[src/rtl/pic_reg_resp.sv]
// PIC responder: memory-mapped registers, per-source gateways and a
// registered highest-priority claim toward the core.
//
// Ports:
//   clk, rst_l          clock, async active-low reset
//   picm_rden/mken/wren read, mask and write requests from the LSU
//   picm_addr/wr_data   shared address and write data
//   picm_rd_data        read data or write mask, one cycle after request
//   extintsrc_req       raw async interrupt sources (bit 0 unused)
//   mexintpend          registered: an eligible source is pending
//   claimid, claimpl    registered id and priority of the winner
//   scan_mode           no functional effect
module pic_reg_resp #(
    parameter int          TOTAL_INT     = 8,
    parameter logic [31:0] PIC_BASE_ADDR = 32'hF00C0000,
    parameter int          PIC_BITS      = 15,
    parameter int          PRI_W         = 4
) (
    input  logic                 clk,
    input  logic                 rst_l,
    input  logic                 picm_rden,
    input  logic                 picm_mken,
    input  logic                 picm_wren,
    input  logic [31:0]          picm_addr,
    input  logic [31:0]          picm_wr_data,
    output logic [31:0]          picm_rd_data,
    input  logic [TOTAL_INT-1:0] extintsrc_req,
    output logic                 mexintpend,
    output logic [7:0]           claimid,
    output logic [PRI_W-1:0]     claimpl,
    input  logic                 scan_mode
);
    localparam int IW = $clog2(TOTAL_INT);

    logic [PRI_W-1:0]     meipl_q [TOTAL_INT];
    logic [PRI_W-1:0]     meipl_d [TOTAL_INT];
    logic [1:0]           gwctrl_q [TOTAL_INT];
    logic [1:0]           gwctrl_d [TOTAL_INT];
    logic [TOTAL_INT-1:0] meie_q, meie_d;
    logic                 mpiccfg_q, mpiccfg_d;
    logic [PRI_W-1:0]     meipt_q, meipt_d;
    logic [TOTAL_INT-1:0] sync1_q, sync2_q, lvl_q, edge_q, edge_d;
    logic [TOTAL_INT-1:0] lvl, meip, gwclr;
    logic [31:0]          rd_data_q, rd_data_d;
    logic [7:0]           claimid_q, claimid_d;
    logic [PRI_W-1:0]     claimpl_q, claimpl_d;
    logic                 mexintpend_q, mexintpend_d;

    logic                 hit, src_ok, reg0, wr_ok;
    int                   grp;
    logic [9:0]           idx;
    logic [IW-1:0]        s;
    logic [31:0]          rd_val, mask_val;

    logic                 unused_ok;
    assign unused_ok = ^{scan_mode, picm_addr[1:0], picm_wr_data[31:PRI_W]};

    // Address decode, read value and writable mask
    always_comb begin
        hit      = picm_addr[31:PIC_BITS] == PIC_BASE_ADDR[31:PIC_BITS];
        grp      = int'(picm_addr[PIC_BITS-1:12]);
        idx      = picm_addr[11:2];
        src_ok   = hit && (idx != '0) && (int'(idx) < TOTAL_INT);
        reg0     = hit && (idx == '0);
        s        = idx[IW-1:0];
        rd_val   = '0;
        mask_val = '0;
        case (grp)
            0: if (src_ok) begin
                rd_val[PRI_W-1:0]   = meipl_q[s];
                mask_val[PRI_W-1:0] = '1;
            end
            1: if (reg0) rd_val[TOTAL_INT-1:0] = meip;
            2: if (src_ok) begin
                rd_val[0]   = meie_q[s];
                mask_val[0] = 1'b1;
            end
            3: if (reg0) begin
                rd_val[0]   = mpiccfg_q;
                mask_val[0] = 1'b1;
            end
            4: if (src_ok) begin
                rd_val[1:0]   = gwctrl_q[s];
                mask_val[1:0] = 2'b11;
            end
            6: if (reg0) begin
                rd_val[PRI_W-1:0]   = meipt_q;
                mask_val[PRI_W-1:0] = '1;
            end
            default: ;
        endcase
    end

    // Register writes; a write sharing the cycle with a read is dropped
    always_comb begin
        wr_ok     = picm_wren & ~picm_rden & ~picm_mken;
        meie_d    = meie_q;
        mpiccfg_d = mpiccfg_q;
        meipt_d   = meipt_q;
        gwclr     = '0;
        for (int i = 0; i < TOTAL_INT; i++) begin
            meipl_d[i]  = meipl_q[i];
            gwctrl_d[i] = gwctrl_q[i];
        end
        if (wr_ok && src_ok) begin
            case (grp)
                0: meipl_d[s]  = picm_wr_data[PRI_W-1:0];
                2: meie_d[s]   = picm_wr_data[0];
                4: gwctrl_d[s] = picm_wr_data[1:0];
                5: gwclr[s]    = 1'b1;
                default: ;
            endcase
        end
        if (wr_ok && reg0) begin
            case (grp)
                3: mpiccfg_d = picm_wr_data[0];
                6: meipt_d   = picm_wr_data[PRI_W-1:0];
                default: ;
            endcase
        end
        rd_data_d = rd_data_q;
        if (picm_rden)
            rd_data_d = rd_val;
        else if (picm_mken)
            rd_data_d = mask_val;
    end

    // Gateways: edge latch set beats a same-cycle clear
    always_comb begin
        for (int i = 0; i < TOTAL_INT; i++) begin
            lvl[i]    = sync2_q[i] ^ gwctrl_q[i][0];
            edge_d[i] = gwctrl_q[i][1] &
                        ((lvl[i] & ~lvl_q[i]) | (edge_q[i] & ~gwclr[i]));
            meip[i]   = (i != 0) &&
                        (gwctrl_q[i][1] ? edge_q[i] : lvl[i]);
        end
    end

    // Arbiter: strict compare keeps the lowest id on ties
    always_comb begin
        claimid_d    = '0;
        claimpl_d    = '0;
        mexintpend_d = 1'b0;
        for (int i = 1; i < TOTAL_INT; i++) begin
            if (meie_q[i] && meip[i] &&
                (mpiccfg_q ? (meipl_q[i] != '0 && meipl_q[i] < meipt_q)
                           : (meipl_q[i] > meipt_q))) begin
                if (!mexintpend_d ||
                    (mpiccfg_q ? (meipl_q[i] < claimpl_d)
                               : (meipl_q[i] > claimpl_d))) begin
                    mexintpend_d = 1'b1;
                    claimpl_d    = meipl_q[i];
                    claimid_d    = 8'(i);
                end
            end
        end
    end

    always_ff @(posedge clk or negedge rst_l) begin
        if (!rst_l) begin
            for (int i = 0; i < TOTAL_INT; i++) begin
                meipl_q[i]  <= '0;
                gwctrl_q[i] <= '0;
            end
            meie_q       <= '0;
            mpiccfg_q    <= 1'b0;
            meipt_q      <= '0;
            sync1_q      <= '0;
            sync2_q      <= '0;
            lvl_q        <= '0;
            edge_q       <= '0;
            rd_data_q    <= '0;
            claimid_q    <= '0;
            claimpl_q    <= '0;
            mexintpend_q <= 1'b0;
        end else begin
            for (int i = 0; i < TOTAL_INT; i++) begin
                meipl_q[i]  <= meipl_d[i];
                gwctrl_q[i] <= gwctrl_d[i];
            end
            meie_q       <= meie_d;
            mpiccfg_q    <= mpiccfg_d;
            meipt_q      <= meipt_d;
            sync1_q      <= extintsrc_req;
            sync2_q      <= sync1_q;
            lvl_q        <= lvl;
            edge_q       <= edge_d;
            rd_data_q    <= rd_data_d;
            claimid_q    <= claimid_d;
            claimpl_q    <= claimpl_d;
            mexintpend_q <= mexintpend_d;
        end
    end

    assign picm_rd_data = rd_data_q;
    assign claimid      = claimid_q;
    assign claimpl      = claimpl_q;
    assign mexintpend   = mexintpend_q;

endmodule
[config.mk]
export PLATFORM = sky130hd
export DESIGN_NAME = pic_reg_resp
export DESIGN_NICKNAME = d
export VERILOG_FILES = /design/src/rtl/pic_reg_resp.sv
export SDC_FILE = /design/constraint.sdc
export NUM_CORES = 1
export LEC_CHECK = 0
export BUFFER_PORTS_ARGS = -buffer_cell sky130_fd_sc_hd__buf_2
export CORE_MARGIN = 2
export CORE_UTILIZATION = 24
export CTS_BUF_LIST = sky130_fd_sc_hd__clkbuf_8
export DETAILED_ROUTE_END_ITERATION = 12
export PLACE_DENSITY = 0.48
export SYNTH_ARGS = -nofsm -noshare
export SYNTH_HDL_FRONTEND = slang
export SYNTH_SLANG_ARGS = --single-unit
[constraint.sdc]
create_clock -name clk -period 10.2 [get_ports clk]
set_input_delay 2.55 -clock clk [delete_from_list [all_inputs] [get_ports clk]]
set_output_delay 2.55 -clock clk [all_outputs]
set_load 0.01 [all_outputs]
==> flow_metrics.env <==
export IMPL_cts_sinks=105
export IMPL_cts_buffers_inserted=9
export IMPL_critical_path_arrival_ns=10.99
export IMPL_p_switching_w=0.000209
export IMPL_ant_nets=0
export IMPL_total_leakage_power_nw=4.03
export IMPL_crit_type="reg -> reg"
export IMPL_worst_setup_path_end_kind="flip-flop"
export IMPL_relSlewSlack=0.428
export IMPL_intPower_w=0.000542
export IMPL_core_area_um2=28700
export IMPL_drt_pass1_iterations=4
export IMPL_wl_um=20400
export IMPL_post_route_period_util=1.05
export IMPL_crit_fanout=7
export IMPL_final_area_um2=8710
export IMPL_tns_ns=-2.96
export IMPL_tightestPinTransition_ns=0.852
export IMPL_fill_cells=3056
export IMPL_port_buffers=61
export IMPL_dr_max_layer_used="met5"
export IMPL_clockBufferDepth=2
export IMPL_comb_power_share=0.077
export IMPL_nets=930
export IMPL_place_gp_congestion=0.821
export IMPL_p_per_area_nw_per_um2=86.2
export IMPL_area_delta_synth_final_pct=24.1
export IMPL_grt_use_total=0.133
export IMPL_hold_path_class="reg -> reg"
export IMPL_ys_async_sr_fraction=1.00
export IMPL_multi_input_area_um2=4390
export IMPL_rsz0062_at_grt="yes"
export IMPL_dp_hpwl_um=15300
export IMPL_fp_dieW_um=175
export IMPL_wl_met2_um=9650
export IMPL_place_ws_ns=-0.555
export IMPL_wl_per_cell_um=17.1
export IMPL_start_util=0.244
export IMPL_max_freq_mhz=93.4
export IMPL_htree_levels=3
export IMPL_wl_met1_um=9760
export IMPL_synth_edf_count=0
export IMPL_regArea_um2=2630
export IMPL_avgViaCountPerCell=4.69
export IMPL_grt_pass1_wl_um=32000
export IMPL_swShare=0.278
export IMPL_max_stage_delay_ns=0.41
export IMPL_grt_pass1_vias=5651
export IMPL_drive_gt1_frac=0.379
export IMPL_fin_skew_ns=0.0175
export IMPL_via_count=5578
export IMPL_power_w=0.000750
export IMPL_drc=0
export IMPL_grt_max_degree=63
export IMPL_rows=62
export IMPL_io_pins=123
export IMPL_synthFlopType="dfrtp_1"
export IMPL_drv_slew=0
export IMPL_cts_hold_buf=0
export IMPL_seq_power_share=0.563
export IMPL_finalCriticalPeriod_ns=10.71
export IMPL_clk_pin_slew_ns=0.12
export IMPL_ys_ff_latch=105
export IMPL_outcome="finished with violations"
export IMPL_ir_drop_v=0.0000681
export IMPL_cpMostUsedCell="buf_4"
export IMPL_post_synth_num_cell_types=81
export IMPL_met3WireLength_um=700
export IMPL_violations="setup timing"
export IMPL_synth_seq_area_share=0.375
export IMPL_slowest_stage="dfrtp_1"
export IMPL_syn_inst=680
export IMPL_p_clk_frac=0.360
export IMPL_layout_setup_ws_ns=-0.506
export IMPL_syn_area_per_cell_um2=10.3
export IMPL_worstSkewPairLatency_ns=0.39
export IMPL_crit_required_ns=10.48
export IMPL_finalSetupViolations=7
export IMPL_antenna_found_initial=1
export IMPL_overflow=0
export IMPL_die_area_um2=30600
export IMPL_dpl_cell_area_um2=8160
export IMPL_yosysWarnings=0
export IMPL_cts_tree="done"
export IMPL_syn_area_um2=7010
export IMPL_cts_root_buf="clkbuf_8"
export IMPL_diodes=0
export IMPL_final_hold_viol_count=0
export IMPL_die_h_um=175
export IMPL_start_kind="flip-flop"
export IMPL_first_iter_violations=366
export IMPL_cap_violations=0
==> final cells by class <==
cell class,instances,area share
clock inverters,6,0.00747
well taps,384,0.0552
flip-flops and latches,105,0.302
multi-input cells,524,0.504
inverters,21,0.00905
repair buffers,139,0.106
clock buffers,10,0.0158
==> power by group through the flow <==
stage	clock [W]	sequential (W)	combinational, W
global route	0.000297	0.000423	0.0000643
finish	0.000270	0.000422	0.0000574
global placement	0	0.000431	0.0000577
detailed placement	0	0.000431	0.0000577
floorplan	0	0.000431	0.0000359
CTS	0.000284	0.000423	0.0000579
==> layout by cell type, fill, tap and decap left out, types with 5 or more instances in the layout <==
cell	instances
or2_2	6
a41o_1	6
a21oi_1	19
nor3_1	10
nand3_1	13
clkbuf_8	10
nor2b_1	10
nor2_1	22
xor2_1	7
o21a_1	13
ha_4	10
o21ai_0	17
o211ai_1	20
a21o_1	6
conb_1	29
or4_1	6
dfrtp_1	105
inv_1	19
o21ai_2	5
buf_4	76
nand2_1	45
nor2b_4	5
buf_2	60
mux2_2	61
o22ai_1	18
nand2b_1	12
a21boi_0	7
ha_1	41
==> synthesized netlist by cell type, drive strengths merged (4+ instances only) <==
library cell / number / area share
a21boi: 8 / 0.010
a21o: 9 / 0.010
a21oi: 23 / 0.018
a221oi: 5 / 0.0062
a31oi: 4 / 0.0036
a41o: 7 / 0.010
a41oi: 4 / 0.0050
and2: 6 / 0.0057
and3: 7 / 0.0064
and4: 5 / 0.0073
buf: 35 / 0.038
clkbuf: 23 / 0.015
dfrtp: 105 / 0.37
ha: 52 / 0.093
inv: 21 / 0.011
mux2: 62 / 0.10
nand2: 50 / 0.027
nand2b: 12 / 0.011
nand3: 16 / 0.012
nand3b: 4 / 0.0043
nand4: 4 / 0.0036
nor2: 25 / 0.014
nor2b: 15 / 0.013
nor3: 12 / 0.0093
nor4: 5 / 0.0066
o211a: 4 / 0.0078
o211ai: 20 / 0.021
o21a: 14 / 0.016
o21ai: 23 / 0.016
o221ai: 4 / 0.0075
o22ai: 18 / 0.016
o311a: 4 / 0.0059
or2: 12 / 0.011
or3b: 4 / 0.0050
or4: 6 / 0.0064
xor2: 7 / 0.0087
==> worst max-delay path, delay by kind of cell, from the launching register on <==
| kind | cells | cell delay (ns) |
|---|---|---|
| AOI/OAI and AO/OA | 27 | 4.48 |
| adders and majority gates | 6 | 1.45 |
| buffers and inverters | 16 | 2.05 |
| DFF | 1 | 0.41 |
| and+or+nand+nor | 14 | 2.23 |
==> metal layers <==
layer	vias up	GRT usage
met5	-	0
met4	2	0.0299
met3	16	0.0189
met2	106	0.217
met1	2720	0.187
li1	2734	-
==> per-stage QoR <==
stage	hold slack [ns]	instances	util
finish	0.349	1189	0.303
global route	0.370	1189	0.303
CTS	0.351	1184	0.295
detailed placement	0.336	1158	0.284
global placement	0.333	1158	0.284
floorplan	0.331	708	-
==> logic make-up (layout without fill, tap and decap cells) <==
family,after synthesis,count (layout),synth area share
adders and majority gates,52,52,0.0928
AOI/OAI and AO/OA,171,171,0.189
other,1,29,0.000535
muxes,67,67,0.110
xor gates and xnor gates,8,8,0.00999
DFF,105,105,0.375
buffers and inverters,79,176,0.0648
and+or+nand+nor,197,197,0.159
==> worst paths after layout <==
check | to | from | cells after the start | slack [ns]
max in group asynchronous | claimpl[2] | rst_l | 2 | 6.81
worst min register to register | sync2_q[5] | sync1_q[5] | 0 | 0.35
min in group asynchronous | picm_rd_data[1] | rst_l | 1 | 2.14
worst min-delay path | sync2_q[5] | sync1_q[5] | 0 | 0.35
worst max register to register | claimpl[1] | meipt_q[1] | 63 | -0.51
worst max-delay path | claimpl[1] | meipt_q[1] | 63 | -0.51
==> repair_timing <==
item	4_1_cts	5_1_grt
gates resized for setup	5	35
pin swaps	9	29
setup endpoints to repair	7	7
cloned	0	1
buffers inserted	10	4
==> state kept, by name (all words and copies together) (netlist names) <==
signal and count:
gwctrl_q 16, claimpl 4, meie_q 8, mpiccfg_q 1, sync2_q 7, meipt_q 4, sync1_q 7, mexintpend 1
edge_q 7, picm_rd_data 8, claimid 3, lvl_q 7, meipl_q 32
Power figures use the tool's default switching activity.
